$ cat config.mk
export PLATFORM = sky130hd
export DESIGN_NAME = timer_bank_flat
export DESIGN_NICKNAME = d
export VERILOG_FILES = /design/src/rtl/timer_bank_if.sv /design/src/rtl/timer_bank.sv /design/src/flat_wrapper.sv
export SDC_FILE = /design/constraint.sdc
export NUM_CORES = 1
export LEC_CHECK = 0
export ABC_AREA = 1
export ABC_CLOCK_PERIOD_IN_PS = 2000
export BUFFER_PORTS_ARGS = -buffer_cell sky130_fd_sc_hd__buf_4
export CORE_UTILIZATION = 55
export CTS_CLUSTER_DIAMETER = 120
export DETAILED_ROUTE_END_ITERATION = 8
export PLACE_DENSITY = 0.71
export SYNTH_ARGS = -nofsm -noshare
export SYNTH_HDL_FRONTEND = slang
export SYNTH_HIERARCHICAL = 1
export SYNTH_SLANG_ARGS = --single-unit
$ cat constraint.sdc
create_clock -name clk -period 2 [get_ports clk]
set_input_delay 0.3 -clock clk [delete_from_list [all_inputs] [get_ports clk]]
set_output_delay 0.3 -clock clk [all_outputs]
set_load 0.02 [all_outputs]
$ cat src/rtl/timer_bank_if.sv
// Byte-wide CPU I/O bus view of the timer bank: register access plus tick/irq outputs.
interface timer_bank_if #(parameter int AW = 4);
  logic [AW-1:0] addr;
  logic [7:0]    di;
  logic          wren;
  logic          rden;
  logic [7:0]    q;
  logic          tick;
  logic          irq;

  modport master (output addr, di, wren, rden, input q, tick, irq);
  modport slave  (input addr, di, wren, rden, output q, tick, irq);
endinterface

$ cat src/rtl/timer_bank.sv
// Multi-channel down-counter timer bank: shared prescaler tick, per-channel
// one-shot/auto-reload counters with sticky flags and a combined interrupt.
module timer_chan #(
  parameter int CNTW = 16
) (
  input  logic       clk,
  input  logic       reset,
  input  logic       tick,
  input  logic       wr,
  input  logic [1:0] reg_sel,
  input  logic [7:0] di,
  output logic [7:0] rd_data,
  output logic       irq
);
  logic [CNTW-1:0] count_q, count_d, reload_q, reload_d;
  logic [7:0]      stage_q, stage_d;
  logic [2:0]      ctrl_q, ctrl_d;     // {irqen, autoreload, en}
  logic            flag_q, flag_d;
  logic [15:0]     wr_val, cnt_ext;
  logic            active, expire;

  always_comb begin
    wr_val   = {di, stage_q};
    cnt_ext  = 16'(count_q);
    active   = tick && ctrl_q[0] && (count_q != '0);
    count_d  = count_q;
    reload_d = reload_q;
    stage_d  = stage_q;
    ctrl_d   = ctrl_q;
    flag_d   = flag_q;
    expire   = 1'b0;
    // A HI write takes priority over a coincident tick; that tick is dropped.
    if (wr && reg_sel == 2'd1) begin
      count_d  = wr_val[CNTW-1:0];
      reload_d = wr_val[CNTW-1:0];
    end else if (active) begin
      if (count_q == CNTW'(1)) begin
        expire  = 1'b1;
        count_d = (ctrl_q[1] && reload_q != '0) ? reload_q : '0;
      end else begin
        count_d = count_q - 1'b1;
      end
    end
    if (wr && reg_sel == 2'd0) stage_d = di;
    if (wr && reg_sel == 2'd2) ctrl_d = di[2:0];
    if (wr && reg_sel == 2'd3 && di[0]) flag_d = 1'b0;
    if (expire) flag_d = 1'b1;
    rd_data = 8'h00;
    case (reg_sel)
      2'd0:    rd_data = cnt_ext[7:0];
      2'd1:    rd_data = cnt_ext[15:8];
      2'd2:    rd_data = {5'b0, ctrl_q};
      default: rd_data = {6'b0, count_q != '0, flag_q};
    endcase
  end

  always_ff @(posedge clk or posedge reset) begin
    if (reset) begin
      count_q  <= '0;
      reload_q <= '0;
      stage_q  <= '0;
      ctrl_q   <= '0;
      flag_q   <= 1'b0;
    end else begin
      count_q  <= count_d;
      reload_q <= reload_d;
      stage_q  <= stage_d;
      ctrl_q   <= ctrl_d;
      flag_q   <= flag_d;
    end
  end

  assign irq = flag_q & ctrl_q[2];
endmodule

module timer_bank #(
  parameter int MCLKFREQ = 24000000,
  parameter int TICKHZ   = 100,
  parameter int NCHAN    = 4,
  parameter int CNTW     = 16
) (
  input logic        clk,
  input logic        reset,
  timer_bank_if.slave bus
);
  localparam int PDIV = MCLKFREQ / TICKHZ;
  localparam int PW   = $clog2(PDIV);
  localparam int AW   = $clog2(NCHAN) + 2;

  logic [PW-1:0]              pre_q, pre_d;
  logic                       tick_q, tick_d;
  logic [7:0]                 rdata_q, rdata_d;
  logic [AW-1:0]              ch_idx;
  logic [NCHAN-1:0]           ch_wr, ch_irq;
  logic [NCHAN-1:0][7:0]      ch_rd;

  // pre_q counts up; reaching PDIV-1 is the terminal state, so the registered
  // tick lands PDIV clocks after reset release.
  always_comb begin
    tick_d = (pre_q == PW'(PDIV - 1));
    pre_d  = tick_d ? '0 : pre_q + 1'b1;
    ch_idx = bus.addr >> 2;
    for (int i = 0; i < NCHAN; i++) ch_wr[i] = bus.wren && (ch_idx == AW'(i));
    rdata_d = rdata_q;
    if (bus.rden) begin
      for (int i = 0; i < NCHAN; i++)
        if (ch_idx == AW'(i)) rdata_d = ch_rd[i];
    end
  end

  always_ff @(posedge clk or posedge reset) begin
    if (reset) begin
      pre_q   <= '0;
      tick_q  <= 1'b0;
      rdata_q <= '0;
    end else begin
      pre_q   <= pre_d;
      tick_q  <= tick_d;
      rdata_q <= rdata_d;
    end
  end

  timer_chan #(.CNTW(CNTW)) u_chan [NCHAN-1:0] (
    .clk     (clk),
    .reset   (reset),
    .tick    (tick_q),
    .wr      (ch_wr),
    .reg_sel (bus.addr[1:0]),
    .di      (bus.di),
    .rd_data (ch_rd),
    .irq     (ch_irq)
  );

  assign bus.q    = rdata_q;
  assign bus.tick = tick_q;
  assign bus.irq  = |ch_irq;
endmodule

$ cat src/flat_wrapper.sv
// flat-port wrapper written by rule: the top's interface ports become plain ports
module timer_bank_flat 
#(
  parameter int MCLKFREQ = 24000000,
  parameter int TICKHZ   = 100,
  parameter int NCHAN    = 4,
  parameter int CNTW     = 16
)
  (clk, reset, bus_addr, bus_di, bus_wren, bus_rden, bus_q, bus_tick, bus_irq);
  timer_bank_if #(.AW(4)) bus_i ();
  input logic clk;
  input logic reset;
  input wire logic [$bits(bus_i.addr)-1:0] bus_addr;
  input wire logic [$bits(bus_i.di)-1:0] bus_di;
  input wire logic [$bits(bus_i.wren)-1:0] bus_wren;
  input wire logic [$bits(bus_i.rden)-1:0] bus_rden;
  output wire logic [$bits(bus_i.q)-1:0] bus_q;
  output wire logic [$bits(bus_i.tick)-1:0] bus_tick;
  output wire logic [$bits(bus_i.irq)-1:0] bus_irq;
  assign bus_i.addr = bus_addr;
  assign bus_i.di = bus_di;
  assign bus_i.wren = bus_wren;
  assign bus_i.rden = bus_rden;
  assign bus_q = bus_i.q;
  assign bus_tick = bus_i.tick;
  assign bus_irq = bus_i.irq;
  timer_bank #(.MCLKFREQ(MCLKFREQ), .TICKHZ(TICKHZ), .NCHAN(NCHAN), .CNTW(CNTW)) u_core (.clk(clk), .reset(reset), .bus(bus_i));
endmodule
==> metrics.yaml, run 1 <==
pwr:
  cellInternalPower_w: 0.009278
  p_switching_w: 0.005314
  ir_drop_mv: 0.7854
  pwr-share-seq_pct: 39.0
  pwr-share-clk_pct: 30.6
  p_leak_nw: 7.292
  powerDensity_nw_per_um2: 1052
  p_sw_share_pct: 36.42
  combPwrFrac_pct: 30.4
status:
  outcome: "complete, but fails checks"
  violations: "DRC, setup timing"
grt:
  grt_antenna_before_repair: 1
  grt-ovfl-total: 0
  gr-usage-all-layers_pct: 30.51
  grt_max_degree: 45
  grt_pass1_wl_mm: 56.64
  first_global_vias: 10810
critical_path:
  endpoint_kind: "primary output"
  cpPeakStageDelay_ns: 0.56
  crit_buf_inv: 2
  required_ns: 1.70
  crit_chain: "nand2_1, inv_1, or4_4, buf_6"
  crit_type: "reg -> out"
  path_delay_family: "simple AND/OR/NAND/NOR gates"
  critPathSlowestCell: "or4_4"
  reg2reg_from: "u_core/u_chan[2]/cnt_ext[0]"
  worst_ep_arrival_time_ns: 1.76
  start_kind: "register"
  startpoint: "u_core/u_chan[3]/ctrl_q[2]"
  path_max_fanout: 3
clock_network:
  clk_pin_slew_ns: 0.06
  htree_levels: 1
  clk_latency_ns: 0.52
  cts_root_buf: "clkbuf_16"
  clockBufferDepth: 3
  clkSinkCount: 203
  cts_tree: "built"
  cts_buffers: 23
route:
  routed_wl_mm: 34.64
  num_vias: 11460
  ant_nets: 0
  drc_errors: 3
  wl_per_cell_um: 16.77
  dr.pass1.iters: 9
  vias_per_cell: 5.551
  first_iter_violations: 993
sta:
  finClkSkew_ns: 0.01231
  slew_viol_final: 0
  slew_headroom_pct: 51.20
  setup_viol: 1
  post-route-min-period_ns: 2.055
  fmax_ghz: 0.4866
  layout_setup_ws_ns: -0.05514
  period_share_pct: 102.8
  hold_violations: 0
  rsz0062_at_grt: "true"
  finalSetupTns_ns: -0.05514
  worstMarginPinSlew_ns: 0.7275
finish:
  synthToLayoutAreaGrowth_pct: 11.32
  diodes: 0
  layout_commonest_cell: "nand2_1"
  fin_area_um2: 13860
  final_cell_mix: "nand2_1 (535), inv_1 (223), dfrtp_1 (203)"
  drive_above_1_share_pct: 14.06
  final_nets: 1798
place:
  postPlaceCellArea_um2: 13000
  gp_congestion: 0.9566
  port_buffers: 25
  dp_hpwl_mm: 24.97
floorplan:
  die_x_um: 152.5
  core_um2: 22030
  start_util_pct: 56.54
  die_y_um: 152.5
  dieArea_um2: 23250
  pin_count: 26
  rows: 54
hold_path:
  hold_class: "in -> reg"
  min-delay-start: "bus_rden"
synthesis:
  synth_nets: 1755
  synth_warnings: 6
  ys_ff_latch: 203
  synth.avg_cell_area_um2: 7.216
  synth_edf_count: 0
  yosysTopAreaCell: "dfrtp_1"
  synthesis.area_um2: 12450
  ys_types: 37
  synth_top_area_share_pct: 40.79
  synth_cells: 1726
  synth_ff_type: "dfrtp_1"
  postSynth.asyncResetShare_pct: 100.0
  synth_area_leaders: "dfrtp_1 (41%), nand2_1 (16%), nand3_1 (6.9%)"
  yosysSeqAreaShare_pct: 40.79
job:
  drv_cap: 0
## synth_stat cells (4+ instances only)
library cell / instances
a21oi_1: 30
o21ai_1: 15
nand4_1: 13
nand2_2: 9
nand3_1: 172
buf_2: 24
inv_2: 13
ha_1: 13
o211ai_1: 7
buf_6: 6
nand2_4: 20
mux2_2: 20
o221ai_1: 4
buf_4: 5
nor2_8: 5
or2_2: 7
nor2_1: 166
dfrtp_1: 203
nor2_4: 19
clkbuf_1: 4
nor2_2: 21
nand2_1: 535
xor2_1: 8
o22ai_1: 23
inv_1: 227
o2111ai_1: 6
o21ai_0: 104
o21ai_2: 32
## state kept, by name (all words and copies together), names as in the netlist
register and flops:
u_core/bus.q 8, u_core/bus.tick 1, u_core/pre_q 18, u_core/u_chan/cnt_ext 64
u_core/u_chan/ctrl_q 12, u_core/u_chan/flag_q 4, u_core/u_chan/reload_q 64, u_core/u_chan/stage_q 32
## repair_timing
item / 4_1_cts / 5_1_grt
hold endpoints to repair: 153 / 0
hold buffers: 1 / 0
resized for setup: 2 / 1
buffers inserted: 2 / 3
setup endpoints to repair: 1 / 3
pin swaps: 1 / 3
## power by group through the flow
stage	combinational [W]	sequential, W	clock, W
5_1_grt	0.00501	0.00578	0.00470
3_3_place_gp	0.00426	0.00571	0
3_5_place_dp	0.00433	0.00573	0
2_1_floorplan	0.00334	0.00553	0
4_1_cts	0.00438	0.00567	0.00455
6_report	0.00443	0.00569	0.00447
## final timing paths
| kind | endpoint | slack [ns] | cells after the start |
|---|---|---|---|
| max reg2reg | u_core/bus.q[1] | 0.10 | 10 |
| min reg2reg | u_core/u_chan[1]/stage_q[0] | 0.48 | 2 |
| max | bus_irq | -0.06 | 4 |
| max in group asynchronous | u_core/u_chan[1]/stage_q[1] | 1.04 | 4 |
| min in group asynchronous | u_core/u_chan[2]/flag_q | 0.41 | 4 |
| min | u_core/bus.q[4] | 0.11 | 3 |
## metrics by stage
step                      worst slack, ns  hold slack (ns)  utilization (%)  std cells  total power (W)
after floorplan                    0.2804           0.3527                -       1726         0.008872
after global placement            0.09115           0.4066            59.01       2018         0.009971
after detailed placement          0.09547           0.4155            59.01       2018          0.01007
after CTS                        -0.06210          0.09096            62.83       2062          0.01460
after global routing             -0.09132           0.1027            62.95       2065          0.01549
final                            -0.05514           0.1114            62.95       2065          0.01459
## kinds of logic (layout without fill, tap and decap cells)
group,after synthesis,in the layout,synth area share (%)
and+or+nand+nor,972,972,35.34
xor gates and xnor gates,9,9,0.6329
adders and majority gates,13,13,1.306
muxes,20,20,1.808
DFF,203,203,40.79
buffers and inverters,283,342,9.303
AOI/OAI and AO/OA,226,226,10.82
## metal layers
metal / up-vias / track usage [%] / share of wire, %
met5: - / 0 / 0
li1: 5562 / - / -
met4: 0 / 9.957 / 3.3
met2: 461 / 48.15 / 45
met1: 5351 / 43.99 / 45
met3: 88 / 3.385 / 7.1
## layout make-up
class,instances,area (µm²)
clock buffer,32,679.4
clock inverter,9,130.1
fill,1979,8162
inverter,244,918.4
multi-input combinational,1240,6222
sequential,203,5080
tap,280,350.3
timing repair buffer,57,484.2
## worst register-to-register path, cell delays in order, from the launching register on
cell	delay [ns]
dfrtp_1	0.43
inv_1	0.14
ha_2	0.22
nand2_1	0.11
nor2_4	0.15
nand2_4	0.10
nand3_1	0.08
o2111ai_1	0.11
or2_2	0.31
nand3_1	0.09
a21oi_1	0.07
Power figures use the tool's default switching activity.
==> run 2, diff against run 1 <==
--- a/config.mk
+++ b/config.mk
@@ -11,7 +11,7 @@
 export CORE_UTILIZATION = 55
 export CTS_CLUSTER_DIAMETER = 120
 export DETAILED_ROUTE_END_ITERATION = 8
-export PLACE_DENSITY = 0.71
+export PLACE_DENSITY = 0.8
 export SYNTH_ARGS = -nofsm -noshare
 export SYNTH_HDL_FRONTEND = slang
 export SYNTH_HIERARCHICAL = 1
==> run 2 against run 1 <==
Effect of this change: the run still ends with DRC, setup timing left; global-route usage shrank 1.2 points; highest routed layer unchanged; sequential cell count did not move; combinational power decreased by 2%; hold slack better by 0.0083 ns.
==> metrics.yaml, run 2 (same netlist as run 1, synthesis figures left out) <==
critical_path:
  crit_type: "reg -> out"
  start_kind: "register"
  endpoint_kind: "primary output"
  reg2reg_from: "u_core/u_chan[2]/cnt_ext[0]"
  startpoint: "u_core/u_chan[2]/flag_q"
  path_max_fanout: 2  # -1
  crit_chain: "nand2_1, inv_1, or4_4, buf_6"
  required_ns: 1.70  # about the same
  r2r_slack_ns: 0.14  # +0.04 ns
  r2r_cells: 10  # unchanged
  cpPeakStageDelay_ns: 0.56  # about the same
  worst_ep_arrival_time_ns: 1.73  # -0.03 ns
  critPathSlowestCell: "or4_4"
clock_network:
  htree_levels: 1  # unchanged
  clk_pin_slew_ns: 0.06  # about the same
  cts_buffers: 22  # -4.3%
  clockBufferDepth: 3  # unchanged
  clk_latency_ns: 0.51  # about the same
  cts_tree: "built"
  cts_root_buf: "clkbuf_16"
  clkSinkCount: 203  # unchanged
route:
  num_vias: 11620  # +1.4%
  wl_per_cell_um: 16.28  # -2.9%
  routed_wl_mm: 33.54  # -3.2%
  first_iter_violations: 1087  # +9.5%
  vias_per_cell: 5.640  # +1.6%
  dr.pass1.iters: 9  # unchanged
  drc_errors: 2  # -1
  ant_nets: 0  # unchanged
hold_path:
  hold_class: "in -> reg"
  whs_path_depth: 3  # unchanged
  min-delay-start: "bus_rden"
grt:
  grt_use_met1_pct: 40.83  # -3.2 points
  grt-ovfl-total: 0  # unchanged
  first_global_vias: 10890  # +0.70%
  grt_antenna_before_repair: 0  # -1
  grt.busiest_layer: "met2"
  grt_max_degree: 45  # unchanged
  grt_pass1_wl_mm: 55.01  # -2.9%
  grtUsageMet3_pct: 4.579  # +1.2 points
  use_met2_pct: 46.54  # -1.6 points
  gr-usage-all-layers_pct: 29.35  # -1.2 points
job:
  drv_cap: 0  # unchanged
sta:
  slew_viol_final: 0  # unchanged
  hold_violations: 0  # unchanged
  holdWs_ns: 0.1196  # +0.008263 ns
  finClkSkew_ns: 0.01448  # +0.002174 ns
  worstMarginPinSlew_ns: 0.6502  # -0.07728 ns
  layout_setup_ws_ns: -0.03015  # +0.02499 ns
  setup_viol: 1  # unchanged
  slew_headroom_pct: 56.38  # +5.2 points
  post-route-min-period_ns: 2.030  # -0.02499 ns
  period_share_pct: 101.5  # -1.2 points
  rsz0062_at_grt: "true"
  fmax_ghz: 0.4926  # +1.2%
pwr:
  ir_drop_mv: 0.6867  # -13%
  combPwrFrac_pct: 30.0  # -0.4 points
  powerDensity_nw_per_um2: 1050  # -0.21%
  p_leak_nw: 7.247  # -0.63%
  pwr-share-clk_pct: 30.6  # about the same
  p_sw_share_pct: 36.17  # -0.25 points
  p_switching_w: 0.005242  # -1.4%
  cellInternalPower_w: 0.009251  # -0.29%
  pwr-share-seq_pct: 39.4  # +0.4 points
place:
  dp_hpwl_mm: 23.77  # -4.8%
  gp_congestion: 0.9718  # +1.6%
  port_buffers: 25  # unchanged
  placed_cells: 2015  # -0.15%
finish:
  final_cells: 2060  # -0.24%
  seq_area_um2: 5080  # unchanged
  drive_above_1_share_pct: 13.66  # -0.40 points
  final_nets: 1794  # -0.22%
  final_core_util_pct: 62.65  # -0.30 points
  fill_cells: 1926  # -2.7%
  synthToLayoutAreaGrowth_pct: 10.80
  multi_input_area_um2: 6225  # about the same
  final_cell_mix: "nand2_1 (535), inv_1 (223), dfrtp_1 (203)"
  layout_commonest_cell: "nand2_1"
status:
  outcome: "complete, but fails checks"
  violations: "DRC, setup timing"
floorplan:
  dieArea_um2: 23250  # unchanged
  core_um2: 22030  # unchanged
  die_y_um: 152.5  # unchanged
  rows: 54  # unchanged
  die_x_um: 152.5  # unchanged
  start_util_pct: 56.54  # unchanged
  pin_count: 26  # unchanged
[run 2: worst max-delay path, delay by kind of cell (launching register included)]
| family | cells | cell delay (ns) |
|---|---|---|
| AND/OR/NAND/NOR | 2 | 0.64 |
| flip-flops | 1 | 0.38 |
| buffers and inverters | 2 | 0.19 |
[run 2: area by class of cell]
cell class              count  area share [%]
diodes                      1         0.01813
well taps                 280           2.539
clock buffers              29           4.624
repair buffers             54           3.074
multi-input cells        1240           45.11
flip-flops and latches    203           36.81
clock inverters             9           1.170
inverters                 244           6.655
[run 2: worst paths after layout]
kind	endpoint
worst max-delay path	bus_irq
worst min-delay path	u_core/bus.q[2]
worst max register to register	u_core/bus.q[1]
worst min register to register	u_core/pre_q[0]
max in group asynchronous	u_core/u_chan[2]/cnt_ext[4]
min in group asynchronous	u_core/u_chan[3]/reload_q[5]
[run 2: layer usage]
metal	vias up	share of wire [%]
met5	-	0
met4	0	3.6
met3	92	8.5
met2	517	45
met1	5451	43
li1	5559	-
[run 2: what timing repair did]
| item | in CTS | in global routing |
|---|---|---|
| endpoints found under the hold margin | 113 | 0 |
| endpoints found under the setup margin | 1 | 16 |
| resized for setup | 2 | 1 |
| setup buffers | 5 | 0 |
| pin swaps | 1 | 0 |
| hold buffers | 1 | 0 |
| cloned | 0 | 0 |
[run 2: power groups by stage]
stage	combinational (W)	clock, W	sequential (W)
floorplan	0.00334	0	0.00553
global placement	0.00412	0	0.00572
detailed placement	0.00425	0	0.00573
CTS	0.00430	0.00450	0.00568
global route	0.00492	0.00466	0.00579
finish	0.00435	0.00444	0.00570
[run 2: stage by stage]
stage / worst slack [ns] / setup TNS, ns / power (W) / cell area [µm²]
global placement: 0.07036 / 0 / 0.009835 / 12940
floorplan: 0.2804 / 0 / 0.008872 / 12450
CTS: 0.0006137 / 0 / 0.01448 / 13790
finish: -0.03015 / -0.03015 / 0.01449 / 13800
detailed placement: 0.01807 / 0 / 0.009982 / 12940
global route: -0.05476 / -0.05476 / 0.01538 / 13800
